**config.mk**
```make
export PLATFORM = sky130hd
export DESIGN_NAME = int_controller_flat
export DESIGN_NICKNAME = d
export VERILOG_FILES = /design/src/rtl/int_pkg.sv /design/src/rtl/int_controller_if.sv /design/src/rtl/int_edge_sync.sv /design/src/rtl/int_controller.sv /design/src/flat_wrapper.sv
export SDC_FILE = /design/constraint.sdc
export NUM_CORES = 1
export LEC_CHECK = 0
export ABC_CLOCK_PERIOD_IN_PS = 1800
export CORE_ASPECT_RATIO = 0.8
export CORE_UTILIZATION = 43
export DETAILED_ROUTE_END_ITERATION = 8
export MAX_ROUTING_LAYER = met4
export PLACE_DENSITY = 0.75
export SETUP_SLACK_MARGIN = 0.02
export SKIP_CTS_REPAIR_TIMING = 1
export SYNTH_ARGS = -nofsm -noshare
export SYNTH_HDL_FRONTEND = slang
export SYNTH_SLANG_ARGS = --single-unit
```
**constraint.sdc**
```tcl
create_clock -name clk -period 1.8 [get_ports clk]
set_clock_uncertainty 0.2 [all_clocks]
set_input_delay 0.18 -clock clk [delete_from_list [all_inputs] [get_ports clk]]
set_output_delay 0.18 -clock clk [all_outputs]
set_load 0.01 [all_outputs]
```
**src/rtl/int_pkg.sv**
```systemverilog
`default_nettype none
// ============================================================================
// Module  : int_pkg
// Brief   : FSM states, interrupt source codes and control-code bit indices
//           shared by the interrupt controller files.
// Revision: 1.0 - initial release
// ============================================================================
package int_pkg;

    typedef enum logic [2:0] {
        ST_IDLE    = 3'd0,
        ST_SAVE    = 3'd1,
        ST_VECTOR  = 3'd2,
        ST_SERVICE = 3'd3,
        ST_RESTORE = 3'd4
    } state_t;

    typedef enum logic [1:0] {
        SRC_NONE = 2'd0,
        SRC_A    = 2'd1,
        SRC_B    = 2'd2,
        SRC_SOFT = 2'd3
    } src_t;

    localparam int c_CODE_W       = 12;
    localparam int c_BIT_A_EN     = 0;
    localparam int c_BIT_B_EN     = 1;
    localparam int c_BIT_PRIO     = 2;
    localparam int c_BIT_SET_INFO = 3;
    localparam int c_BIT_ADDR_LO  = 4;
    localparam int c_BIT_ADDR_HI  = 5;
    localparam int c_BIT_SOFT     = 6;
    localparam int c_BIT_NUM_LO   = 7;
    localparam int c_BIT_NUM_HI   = 11;

    localparam logic [1:0] c_ADDR_SET_A   = 2'd1;
    localparam logic [1:0] c_ADDR_SET_B   = 2'd2;
    localparam logic [1:0] c_ADDR_DEFAULT = 2'd3;

    // Soft vector table entries are two words apart; wraps modulo 2^16.
    function automatic logic [15:0] soft_vector(input logic [15:0] base,
                                                input logic [4:0]  num);
        return base + {10'd0, num, 1'b0};
    endfunction

endpackage
`default_nettype wire

```
**src/rtl/int_controller_if.sv**
```systemverilog
`default_nettype none
// ============================================================================
// Module  : int_controller_if
// Brief   : Decoder/PC-facing signal bundle of the interrupt controller.
// Revision: 1.0 - initial release
// ============================================================================
interface int_controller_if;
    import int_pkg::*;

    logic [c_CODE_W-1:0] i_ct_control_code;
    logic [15:0]         i_data_bus;
    logic                i_inta;
    logic                i_intb;
    logic                i_iret;
    logic                o_interrupt;
    logic                o_restore;
    logic                o_pc_load;
    logic [15:0]         o_vector;
    logic                o_inta_ack;
    logic                o_intb_ack;
    logic                o_int_active;
    logic [1:0]          o_int_source;
    logic [7:0]          o_drop_cnt;

    modport master (
        output i_ct_control_code, i_data_bus, i_inta, i_intb, i_iret,
        input  o_interrupt, o_restore, o_pc_load, o_vector, o_inta_ack,
               o_intb_ack, o_int_active, o_int_source, o_drop_cnt
    );

    modport slave (
        input  i_ct_control_code, i_data_bus, i_inta, i_intb, i_iret,
        output o_interrupt, o_restore, o_pc_load, o_vector, o_inta_ack,
               o_intb_ack, o_int_active, o_int_source, o_drop_cnt
    );

endinterface
`default_nettype wire

```
**src/rtl/int_edge_sync.sv**
```systemverilog
`default_nettype none
// ============================================================================
// Module  : int_edge_sync
// Brief   : SYNC_STAGES flop synchronizer with a one-cycle rising-edge pulse.
// Revision: 1.0 - initial release
// ============================================================================
module int_edge_sync #(
    parameter int SYNC_STAGES = 2
) (
    input  logic clk,
    input  logic n_rst,
    input  logic i_async,
    output logic o_rise
);

    logic [SYNC_STAGES-1:0] r_sync;
    logic                   r_prev;

    always_ff @(posedge clk or negedge n_rst) begin
        if (!n_rst) begin
            r_sync <= '0;
            r_prev <= 1'b0;
        end else begin
            r_sync <= {r_sync[SYNC_STAGES-2:0], i_async};
            r_prev <= r_sync[SYNC_STAGES-1];
        end
    end

    assign o_rise = r_sync[SYNC_STAGES-1] & ~r_prev;

endmodule
`default_nettype wire

```
**src/rtl/int_controller.sv**
```systemverilog
`default_nettype none
// ============================================================================
// Module  : int_controller
// Brief   : Arbitrates lines A/B and soft interrupts, sequences decoder
//           save/restore and PC vector load. Option: INT_DROP_CNT_EN.
// Revision: 1.0 - initial release
// ============================================================================
module int_controller
    import int_pkg::*;
#(
    parameter int          SYNC_STAGES   = 2,
    parameter logic [15:0] INTA_DEFAULT  = 16'h0010,
    parameter logic [15:0] INTB_DEFAULT  = 16'h0020,
    parameter logic [15:0] SOFT_VEC_BASE = 16'h0040
) (
    input  logic             clk,
    input  logic             n_rst,
    int_controller_if.slave  bus
);

    state_t        r_state, w_state_nxt;
    src_t          r_src, w_src_nxt, w_sel;
    logic          r_en_a, r_en_b, r_prio;
    logic [15:0]   r_vec_a, r_vec_b;
    logic          r_pend_a, r_pend_b, r_softreq;
    logic [4:0]    r_soft_num;
    logic          w_rise_a, w_rise_b, w_ack_a, w_ack_b, w_soft_accept;
    logic          w_elig_a, w_elig_b;
    logic [1:0]    w_addr_op;
    logic [15:0]   w_vector;
    logic [c_CODE_W-1:0] w_code;

    int_edge_sync #(.SYNC_STAGES(SYNC_STAGES)) u_sync_a (
        .clk(clk), .n_rst(n_rst), .i_async(bus.i_inta), .o_rise(w_rise_a)
    );
    int_edge_sync #(.SYNC_STAGES(SYNC_STAGES)) u_sync_b (
        .clk(clk), .n_rst(n_rst), .i_async(bus.i_intb), .o_rise(w_rise_b)
    );

    assign w_code        = bus.i_ct_control_code;
    assign w_addr_op     = w_code[c_BIT_ADDR_HI:c_BIT_ADDR_LO];
    assign w_ack_a       = (r_state == ST_VECTOR) && (r_src == SRC_A);
    assign w_ack_b       = (r_state == ST_VECTOR) && (r_src == SRC_B);
    assign w_soft_accept = w_code[c_BIT_SOFT] && (r_state == ST_IDLE) && !r_softreq;
    assign w_elig_a      = r_pend_a & r_en_a;
    assign w_elig_b      = r_pend_b & r_en_b;

    always_ff @(posedge clk or negedge n_rst) begin
        if (!n_rst) begin
            r_en_a  <= 1'b0;
            r_en_b  <= 1'b0;
            r_prio  <= 1'b0;
            r_vec_a <= INTA_DEFAULT;
            r_vec_b <= INTB_DEFAULT;
        end else begin
            if (w_code[c_BIT_SET_INFO]) begin
                r_en_a <= w_code[c_BIT_A_EN];
                r_en_b <= w_code[c_BIT_B_EN];
                r_prio <= w_code[c_BIT_PRIO];
            end
            if (w_addr_op == c_ADDR_SET_A) r_vec_a <= bus.i_data_bus;
            if (w_addr_op == c_ADDR_SET_B) r_vec_b <= bus.i_data_bus;
            if (w_addr_op == c_ADDR_DEFAULT) begin
                r_vec_a <= INTA_DEFAULT;
                r_vec_b <= INTB_DEFAULT;
            end
        end
    end

    // A fresh edge coinciding with the ack is kept as a new request.
    always_ff @(posedge clk or negedge n_rst) begin
        if (!n_rst) begin
            r_pend_a   <= 1'b0;
            r_pend_b   <= 1'b0;
            r_softreq  <= 1'b0;
            r_soft_num <= 5'd0;
        end else begin
            if (!r_en_a)       r_pend_a <= 1'b0;
            else if (w_rise_a) r_pend_a <= 1'b1;
            else if (w_ack_a)  r_pend_a <= 1'b0;
            if (!r_en_b)       r_pend_b <= 1'b0;
            else if (w_rise_b) r_pend_b <= 1'b1;
            else if (w_ack_b)  r_pend_b <= 1'b0;
            if (w_soft_accept) begin
                r_softreq  <= 1'b1;
                r_soft_num <= w_code[c_BIT_NUM_HI:c_BIT_NUM_LO];
            end else if ((r_state == ST_VECTOR) && (r_src == SRC_SOFT)) begin
                r_softreq  <= 1'b0;
            end
        end
    end

    always_comb begin
        w_sel = SRC_NONE;
        if (r_softreq)                  w_sel = SRC_SOFT;
        else if (r_prio && w_elig_b)    w_sel = SRC_B;
        else if (w_elig_a)              w_sel = SRC_A;
        else if (w_elig_b)              w_sel = SRC_B;
    end

    always_ff @(posedge clk or negedge n_rst) begin
        if (!n_rst) begin
            r_state <= ST_IDLE;
            r_src   <= SRC_NONE;
        end else begin
            r_state <= w_state_nxt;
            r_src   <= w_src_nxt;
        end
    end

    always_comb begin
        w_state_nxt = r_state;
        w_src_nxt   = r_src;
        case (r_state)
            ST_IDLE: begin
                if (w_sel != SRC_NONE) begin
                    w_state_nxt = ST_SAVE;
                    w_src_nxt   = w_sel;
                end
            end
            ST_SAVE:    w_state_nxt = ST_VECTOR;
            ST_VECTOR:  w_state_nxt = ST_SERVICE;
            ST_SERVICE: if (bus.i_iret) w_state_nxt = ST_RESTORE;
            ST_RESTORE: begin
                w_state_nxt = ST_IDLE;
                w_src_nxt   = SRC_NONE;
            end
            default: begin
                w_state_nxt = ST_IDLE;
                w_src_nxt   = SRC_NONE;
            end
        endcase
    end

    always_comb begin
        w_vector = 16'h0000;
        if (r_state == ST_VECTOR) begin
            case (r_src)
                SRC_A:    w_vector = r_vec_a;
                SRC_B:    w_vector = r_vec_b;
                SRC_SOFT: w_vector = soft_vector(SOFT_VEC_BASE, r_soft_num);
                default:  w_vector = 16'h0000;
            endcase
        end
    end

    assign bus.o_interrupt  = (r_state == ST_SAVE);
    assign bus.o_pc_load    = (r_state == ST_VECTOR);
    assign bus.o_int_active = (r_state == ST_SERVICE);
    assign bus.o_restore    = (r_state == ST_RESTORE);
    assign bus.o_vector     = w_vector;
    assign bus.o_inta_ack   = w_ack_a;
    assign bus.o_intb_ack   = w_ack_b;
    assign bus.o_int_source = r_src;

`ifdef INT_DROP_CNT_EN
    logic [7:0] r_drop_cnt;
    logic [8:0] w_drop_sum;
    logic       w_drop_a, w_drop_b;

    assign w_drop_a   = w_rise_a & r_pend_a & ~w_ack_a;
    assign w_drop_b   = w_rise_b & r_pend_b & ~w_ack_b;
    assign w_drop_sum = {1'b0, r_drop_cnt} + {8'd0, w_drop_a} + {8'd0, w_drop_b};

    always_ff @(posedge clk or negedge n_rst) begin
        if (!n_rst)                          r_drop_cnt <= 8'h00;
        else if (w_addr_op == c_ADDR_DEFAULT) r_drop_cnt <= 8'h00;
        else if (w_drop_sum[8])              r_drop_cnt <= 8'hFF;
        else                                 r_drop_cnt <= w_drop_sum[7:0];
    end

    assign bus.o_drop_cnt = r_drop_cnt;
`else
    assign bus.o_drop_cnt = 8'h00;
`endif

endmodule
`default_nettype wire

```
**src/flat_wrapper.sv**
```systemverilog
// flat-port wrapper written by rule: the top's interface ports become plain ports
module int_controller_flat import int_pkg::*;
#(
    parameter int          SYNC_STAGES   = 2,
    parameter logic [15:0] INTA_DEFAULT  = 16'h0010,
    parameter logic [15:0] INTB_DEFAULT  = 16'h0020,
    parameter logic [15:0] SOFT_VEC_BASE = 16'h0040
)
  (clk, n_rst, bus_i_ct_control_code, bus_i_data_bus, bus_i_inta, bus_i_intb, bus_i_iret, bus_o_interrupt, bus_o_restore, bus_o_pc_load, bus_o_vector, bus_o_inta_ack, bus_o_intb_ack, bus_o_int_active, bus_o_int_source, bus_o_drop_cnt);
  int_controller_if bus_i ();
  input  logic clk;
  input  logic n_rst;
  input wire logic [$bits(bus_i.i_ct_control_code)-1:0] bus_i_ct_control_code;
  input wire logic [$bits(bus_i.i_data_bus)-1:0] bus_i_data_bus;
  input wire logic [$bits(bus_i.i_inta)-1:0] bus_i_inta;
  input wire logic [$bits(bus_i.i_intb)-1:0] bus_i_intb;
  input wire logic [$bits(bus_i.i_iret)-1:0] bus_i_iret;
  output wire logic [$bits(bus_i.o_interrupt)-1:0] bus_o_interrupt;
  output wire logic [$bits(bus_i.o_restore)-1:0] bus_o_restore;
  output wire logic [$bits(bus_i.o_pc_load)-1:0] bus_o_pc_load;
  output wire logic [$bits(bus_i.o_vector)-1:0] bus_o_vector;
  output wire logic [$bits(bus_i.o_inta_ack)-1:0] bus_o_inta_ack;
  output wire logic [$bits(bus_i.o_intb_ack)-1:0] bus_o_intb_ack;
  output wire logic [$bits(bus_i.o_int_active)-1:0] bus_o_int_active;
  output wire logic [$bits(bus_i.o_int_source)-1:0] bus_o_int_source;
  output wire logic [$bits(bus_i.o_drop_cnt)-1:0] bus_o_drop_cnt;
  assign bus_i.i_ct_control_code = bus_i_ct_control_code;
  assign bus_i.i_data_bus = bus_i_data_bus;
  assign bus_i.i_inta = bus_i_inta;
  assign bus_i.i_intb = bus_i_intb;
  assign bus_i.i_iret = bus_i_iret;
  assign bus_o_interrupt = bus_i.o_interrupt;
  assign bus_o_restore = bus_i.o_restore;
  assign bus_o_pc_load = bus_i.o_pc_load;
  assign bus_o_vector = bus_i.o_vector;
  assign bus_o_inta_ack = bus_i.o_inta_ack;
  assign bus_o_intb_ack = bus_i.o_intb_ack;
  assign bus_o_int_active = bus_i.o_int_active;
  assign bus_o_int_source = bus_i.o_int_source;
  assign bus_o_drop_cnt = bus_i.o_drop_cnt;
  int_controller #(.SYNC_STAGES(SYNC_STAGES), .INTA_DEFAULT(INTA_DEFAULT), .INTB_DEFAULT(INTB_DEFAULT), .SOFT_VEC_BASE(SOFT_VEC_BASE)) u_core (.clk(clk), .n_rst(n_rst), .bus(bus_i));
endmodule
```
# --- Word-level counts from Yosys, hierarchy flattened ---
# Cells that the tools add are included.
word_totals:
  mem_count: 0
  output_inout_bits: 32
  wordCells: 75
  rom_bits: 0
  ram_bits: 0
  latchBits: 0
  inputBits: 33
  regBits: 54
classes:
  add_sub_neg: 1
  bitwise_logic: 7
  reduce_logical: 15
  n_lt_le_gt_ge: 0
  muxes: 23
  eq_ne: 14
  n_div: 0
  n_shift: 0
  n_mul: 0
op_table:
  columns: ["cell", "count"]
  rows:
  - ["$mux W16", 5]
  - ["$pmux W16 S3", 1]
  - ["$pmux W3 S4", 1]
  - ["$mux W2", 5]
  - ["$add A7 B6 Y8 const A", 1]
  - ["$eq A2 B2 Y1 const B", 4]
  - ["$mux W1", 8]
  - ["$reduce_bool A2 Y1", 4]
  - ["$eq A3 B2 Y1 const B", 2]
  - ["$logic_and A1 B1 Y1", 6]
  - ["$mux W3", 2]
  - ["$ne A3 B3 Y1 const B", 2]
  - ["$and A1 B1 Y1", 4]
  - ["$eq A2 B1 Y1 const B", 2]
  - ["$ne A2 B2 Y1 const B", 2]
  - ["$pmux W2 S2", 1]
  - ["$reduce_and A2 Y1", 2]
  - ["$eq A3 B1 Y1 const B", 1]
  - ["$eq A3 B3 Y1 const B", 1]
  - ["$logic_not A3 Y1", 1]
  - ["$not A1 Y1", 3]
  - ["$reduce_or A3 Y1", 1]
  - ["$logic_not A1 Y1", 1]

# --- Depth between registers and ports, before layout ---
# Gate-level depths: netlist (run 1).
logic_depth:
  ltp_word: 8
  mapped_depth: 6
  depth_no_buf: 4

# --- Cells and area by module ---
# From an unflattened synthesis (run 1), not the netlist that was laid out.
hier_totals:
  cells_unflattened: 247
  hier_area_um2: 2471.1
by_module_without_submodules:
  columns: ["mod", "cells_each", "area_per_inst_um2", "seq_area_each_um2", "instances"]
  rows:
  - ["int_controller", 239, 2293.4, 1203.7, 1]
  - ["int_edge_sync", 4, 88.8, 75.1, 2]

# --- Worst setup path before layout (run 1) ---
# OpenSTA, ideal clock, no wires.
synth_timing:
  path_type: "reg2out"
  start: "reg u_core.r_state[2]"
  end: "out bus_o_vector[0]"
  path_buffers: 3
  required_ps: 1420
  setup_slack_ps: -14
  t_arrival_ps: 1434
  stages_incl_launch_ff: 7
  path_cell_list: "dfrtp_1 buf_6 or3b_1 buf_2 nor2_4 buf_6 a22o_1"
synth_between:
  elab_chain_cells: 2
synth_lines:
  columns: ["element", "line", "source"]
  rows:
  - ["start, declared", "int_controller.sv:21", "state_t r_state, w_state_nxt;"]
  - ["start signal, assigned", "int_controller.sv:106", "r_state <= w_state_nxt;"]
  - ["$eq A3 B2 Y1", "int_controller.sv:137", "if (r_state == ST_VECTOR) begin"]
  - ["$mux W16", "int_controller.sv:137", null]
  - ["end, declared", "flat_wrapper.sv:21", "output wire logic [$bits(bus_i.o_vector)-1:0] bus_o_vector;"]
# No other way between the ends.

# --- Worst setup path in the final report (run 1) ---
layout_timing:
  start: "reg u_core.r_state[2]"
  end: "out bus_o_vector[7]"
# The elaborated chain is that of the path after synthesis.

==> results.md, run 1 <==
- Fin crit share: 119%
- Prevailing post-synth register cell: dfrtp_1
- H-tree Lvls: 2
- Failing checks: negative setup slack
- Vias post-DR: 1996
- Final worst slack: -0.346 ns
- Area of the mapped netlist: 2460 um2
- Worst path cell trace: or3b_4, nor2_4, buf_6, buf_6, a22o_1, buf_2
- Placed cell count: 397
- Ys async rst share: 100%
- Final hold vios: 0
- 1st-pass router iterations: 4
- Finished Cell Area: approximately 3500 um2
- Nets: 370
- CP endpoint kind: primary output
- Drt drc: 0
- Largest net degree at the start of global routing: between 50 and 60
- Area after DPL: 3250 um2
- Reg2Reg Setup Slack: -0.02 ns
- Routed WL per cell: ~14 um
- TritonCTS Buffers: 5
- Final Wtd Congestion: 0.893
- GRT Overall Usage: 20.6%
- Cells after synthesis: 247
- PortBufs: 56
- Max stage delay cell, worst path: or3b_4
- Vias per inst: ~4.8
- Dominant cell type by area after synthesis: dfrtp_1
- CP most frequent cell: buf_6
- CTS Sinks: 54
- Register area share after synthesis: between 50% and 60%
- Buf+Inv Stages, Crit Path: 3
- Worst EP required: 1.42 ns
- Die area: 6020 um2
- IO Count: 65
- EDFF count, synth: 0
- Site Rows: 24
- Outcome: complete, but fails checks
- Fmax: 466 MHz
- Area Overhead vs Synth: 41.2%
- Count of cell types in the netlist: 33
- Arrival @ worst endpoint: approximately 1.8 ns
- Worst Setup Start Kind: flop
- Crit path max fanout: 6
- Clock transition at path regs: 0.09 ns
- # Max-Cap Violations: 0
- Initial antenna violation count: 0
- Max Slew Vio Count: 0
- Setup-failing EPs final: 24
- Synth top area share: 53.0%
- Die Ht: 69.6 um
- Number of global-route vias before repair: 1861
- Core Box Area: 5470 um2
- Post-Layout Cell Count: 416
- N_diodes: 0
- Hold Path Class: in2reg
- CP max stage delay: 0.44 ns
- Synth top area cells: dfrtp_1 (53%), o21ai_0 (7.1%), mux2_2 (6.0%)
- Syn avg cell area: 9.95 um2
- Pwr dens: 1210 nW/um2
- Final HPWL DP: 4030 um
- Most common library cell in the layout ignoring fill and taps: dfrtp_1
- Share of cells above drive strength 1: 28.1%
- Fillers: 443
- Worst path top cell family by delay: simple AND/OR/NAND/NOR gates
- Crit Path Category: reg2out
- Initial drt markers: 139
- First-pass GRT wire length: about 9100 um
- Grt ovf: 0
- Synth Register Bits: 54
- Min Tclk post-route: 2.15 ns
- Most frequent cells in the layout: dfrtp_1 (51), o21ai_0 (35), nand2_1 (35), inv_1 (34), clkdlybuf4s50_1 (31)
- Clk buf depth: 2
- Clock Latency Late Sink: just over 0.3 ns
- VDD IR-drop max: ~0.56 mV
- Yosys warns: 0
- Starting density of the core: 45.0%
- Final ANT Viol Nets: 0
- Drt total wl: about 6000 um
- CTS root buf: clkbuf_8
- CTS tree: done
- Die span in x: 86.5 um
- Leakage Power: 1.68 nW
- Unrepaired setup endpoints after global routing: yes
==> sequential cells by signal, summed over array words and instances (netlist names) <==
name	cells
u_core.u_sync_a.r_sync	2
u_core.u_sync_a.r_prev	1
u_core.r_state	3
u_core.bus.o_int_source	2
u_core.r_prio	1
u_core.r_soft_num	5
u_core.r_pend_b	1
u_core.u_sync_b.r_sync	2
u_core.r_softreq	1
u_core.r_en_a	1
u_core.r_en_b	1
u_core.u_sync_b.r_prev	1
u_core.r_vec_b	16
u_core.r_vec_a	16
u_core.r_pend_a	1
==> cell type report <==
class	count	area, um2	area share, %
clock buffers	7	76.3	2.20
multi-input cells	146	938	27.0
flip-flops and latches	54	1360	39.1
repair buffers	96	845	24.3
clock inverters	1	30.0	0.865
inverters	34	128	3.68
well taps	78	97.6	2.81
==> cell usage after synthesis (2+ instances only) <==
cell and instances:
nor2_1 9, buf_4 8, dfrtp_1 52, nor2b_1 3, clkbuf_1 4, mux2_2 13, a22o_1 10, a31oi_1 2
a21boi_0 2, a22oi_1 6, buf_6 2, o21ai_0 35, dfstp_2 2, inv_1 34, a21oi_1 4, nand2_1 35
buf_2 6, nand2b_1 4, and2_1 2
==> power breakdown <==
| part | internal, W | switching (W) | total, W |
|---|---|---|---|
| combinational | 0.00104 | 0.000790 | 0.00183 |
| sequential | 0.00141 | 0.000151 | 0.00156 |
| clock | 0.000417 | 0.000386 | 0.000803 |
==> per-layer routing <==
layer | up-vias | routed length [um] | part of all wire (%) | global-route usage, %
met1 | 956 | 2940 | 49 | 29.0
met2 | 59 | 2700 | 45 | 30.3
met4 | 0 | 65 | 1.1 | 6.67
met5 | - | 0 | 0 | -
li1 | 974 | - | - | -
met3 | 7 | 276 | 4.6 | 3.81
==> worst paths after layout <==
kind,from,end,cells after the start
max,u_core.r_state[2],bus_o_vector[7],6
min,bus_i_intb,u_core.u_sync_b.r_sync[0],1
min in group asynchronous,n_rst,u_core.r_soft_num[1],3
min reg2reg,u_core.u_sync_b.r_sync[0],u_core.u_sync_b.r_sync[1],0
max in group asynchronous,n_rst,u_core.r_vec_a[4],3
max reg2reg,u_core.r_state[1],u_core.r_soft_num[0],5
==> metrics by stage <==
stage | utilization, % | hold WS, ns | power, W | TNS [ns] | worst slack [ns]
floorplan | - | -0.316 | 0.00234 | 0 | 0.0235
global placement | 59.5 | -0.00119 | 0.00309 | -5.58 | -0.379
detailed placement | 59.5 | -0.00757 | 0.00313 | -6.05 | -0.388
CTS | 61.5 | -0.343 | 0.00394 | -13.65 | -0.755
global route | 63.5 | 0.0828 | 0.00444 | -6.43 | -0.401
finish | 63.5 | 0.100 | 0.00420 | -4.75 | -0.346
==> kinds of logic after synthesis <==
family	count (synthesis)	synth area share [%]
AO/OA/AOI/OAI	63	15.9
buffers and inverters	54	10.4
flip-flops	54	55.1
multiplexers	13	5.96
other	1	0.153
AND/OR/NAND/NOR	62	12.5
No activity file was read; power rests on OpenSTA's default activity.
==> run 2, diff against run 1 <==
Settings changed: HOLD_SLACK_MARGIN set to 0.12, SLEW_MARGIN set to 10.
==> results.md, run 2 (synthesis gave the netlist of run 1 again) <==
- Worst EP required: ~1.4 ns
- Core Box Area: 5470 um2
- Total power: 0.00420 W
- Die span in x: 86.5 um
- Min Tclk post-route: 2.15 ns
- CP most frequent cell: buf_6
- Unrepaired setup endpoints after global routing: yes
- N_diodes: 0
- Worst r2r src: u_core.r_state[1]
- Nets: around 370
- P_int: between 0.002 and 0.003 W
- Met2 Track Usage GR: 30.3%
- Fin crit share: 119%
- Pwr dens: 1200 nW/um2
- Post-Layout Cell Count: 418
- Die area: 6020 um2
- Share of cells above drive strength 1: 27.9%
- Max Slew Vio Count: 0
- Sw Share: 31.5%
- GRT met1 Usage: 29.0%
- Area of the multi-input gates: approximately 940 um2
- Outcome: complete, but fails checks
- CTS root buf: clkbuf_8
- Crit Reg-Reg Endpoint: u_core.r_soft_num[0]
- Area occupied by registers: roughly 1400 um2
- Clock Latency Late Sink: 0.31 ns
- Final HPWL DP: 4030 um
- Crit Path Category: reg2out
- Starting density of the core: 45.0%
- PortBufs: 56
- Final Wtd Congestion: between 0.8 and 0.9
- Vias post-DR: 2004
- Max stage delay cell, worst path: or3b_4
- Die Ht: 69.6 um
- # Max-Cap Violations: 0
- Drt total wl: 5990 um
- Worst path cell trace: or3b_4, nor2_4, buf_6, buf_6, a22o_1, buf_2
- Critical path origin: u_core.r_state[2]
- Fillers: approximately 440
- P_sw: 0.00133 W
- Final worst slack: -0.347 ns
- Final setup TNS: -4.75 ns
- Final ANT Viol Nets: 0
- Clock transition at path regs: 0.09 ns
- Most common library cell in the layout ignoring fill and taps: dfrtp_1
- Hold Path Class: reg2reg
- Crit path max fanout: 6
- Most frequent cells in the layout: dfrtp_1 (51), o21ai_0 (35), nand2_1 (35), inv_1 (34), clkdlybuf4s50_1 (31)
- Clock power share: 19.1%
- First-pass GRT wire length: 9070 um
- Arrival @ worst endpoint: 1.77 ns
- Number of global-route vias before repair: 1861
- Worst setup path end: bus_o_vector[7]
- CTS tree: done
- Site Rows: 24
- Failing checks: negative setup slack
- Largest net degree at the start of global routing: 55
- Clk buf depth: 2
- Final hold vios: 0
- Worst path top cell family by delay: simple AND/OR/NAND/NOR gates
- Worst Setup Start Kind: flop
- Setup-failing EPs final: 24
- Gate power share: 43.7%
- IO Count: 65
- Vias per inst: 4.79
- Fmax: ~470 MHz
- Initial antenna violation count: 0
- Buf+Inv Stages, Crit Path: 3
- M3 GR Usage: ~3.8%
- Flop pwr share: 37.2%
- Top Registers: u_core.r_vec_a: 16 flops, u_core.r_vec_b: 16 flops, u_core.r_soft_num: 5 flops
- Grt ovf: 0
- Reg2Reg Setup Slack: -0.02 ns
- TritonCTS Buffers: 5
- Critical Path Stages: 6
- 1st-pass router iterations: 4
- Leakage Power: 1.69 nW
- Drt drc: 0
- Initial drt markers: 142
- Hold Startpoint: u_core.u_sync_b.r_sync[0]
- VDD IR-drop max: 0.563 mV
- Placed cell count: 397
- GRT Overall Usage: 20.6%
- Peak-usage layer in the global routing report: met2
- Cells on worst reg2reg path: 5
- CTS Sinks: 54
- H-tree Lvls: 2
- Area Overhead vs Synth: 42.0%
- CP max stage delay: ~0.44 ns
- CP endpoint kind: primary output
- DP Worst Slack: -0.388 ns
- Routed WL per cell: 14.3 um
==> run 2: power by group through the flow <==
stage | Sequential, W | Clock [W] | Combinational, W
after detailed placement | 0.00158 | 0 | 0.00155
after global routing | 0.00159 | 0.000870 | 0.00198
after global placement | 0.00157 | 0 | 0.00152
final | 0.00156 | 0.000802 | 0.00183
after CTS | 0.00156 | 0.000824 | 0.00155
after floorplan | 0.00155 | 0 | 0.000787
==> run 2: worst min path at each step <==
stage          slack (ns)  cells past startpoint                    endpoint
4_1_cts             -0.34                      2          u_core.r_vec_b[15]
3_3_place_gp       -0.001                      2        u_core.r_soft_num[1]
6_report             0.15                      0   u_core.u_sync_b.r_sync[1]
3_5_place_dp       -0.008                      2        u_core.r_soft_num[1]
5_1_grt              0.18                      0   u_core.u_sync_b.r_sync[1]
2_1_floorplan       -0.32                      0  u_core.bus.o_int_source[0]
==> run 2: cell type report <==
cell class,count,share of cell area (%)
inverter,34,3.66
clock inverter,1,0.861
multi-input combinational,146,26.9
timing repair buffer,98,24.8
sequential,54,38.8
tap,78,2.80
clock buffer,7,2.19
==> run 2: per-stage QoR <==
step           cell area, um2  hold slack, ns  utilization [%]
3_5_place_dp             3250        -0.00757             59.5
4_1_cts                  3360          -0.343             61.5
3_3_place_gp             3250        -0.00119             59.5
2_1_floorplan            2490          -0.316                -
6_report                 3490           0.154             63.9
5_1_grt                  3490           0.178             63.9
==> run 2: metal layers <==
metal / part of all wire [%] / wire length (um)
met5: 0 / 0
met4: 1.1 / 65
met3: 4.6 / 276
met2: 45 / 2700
met1: 49 / 2940
==> run 2: worst reg2reg max path: cells and delay by family (launching register included) <==
family / cells / cell delay, ns
muxes: 1 / 0.30
and+or+nand+nor: 2 / 0.52
DFF: 1 / 0.39
buffers and inverters: 2 / 0.29
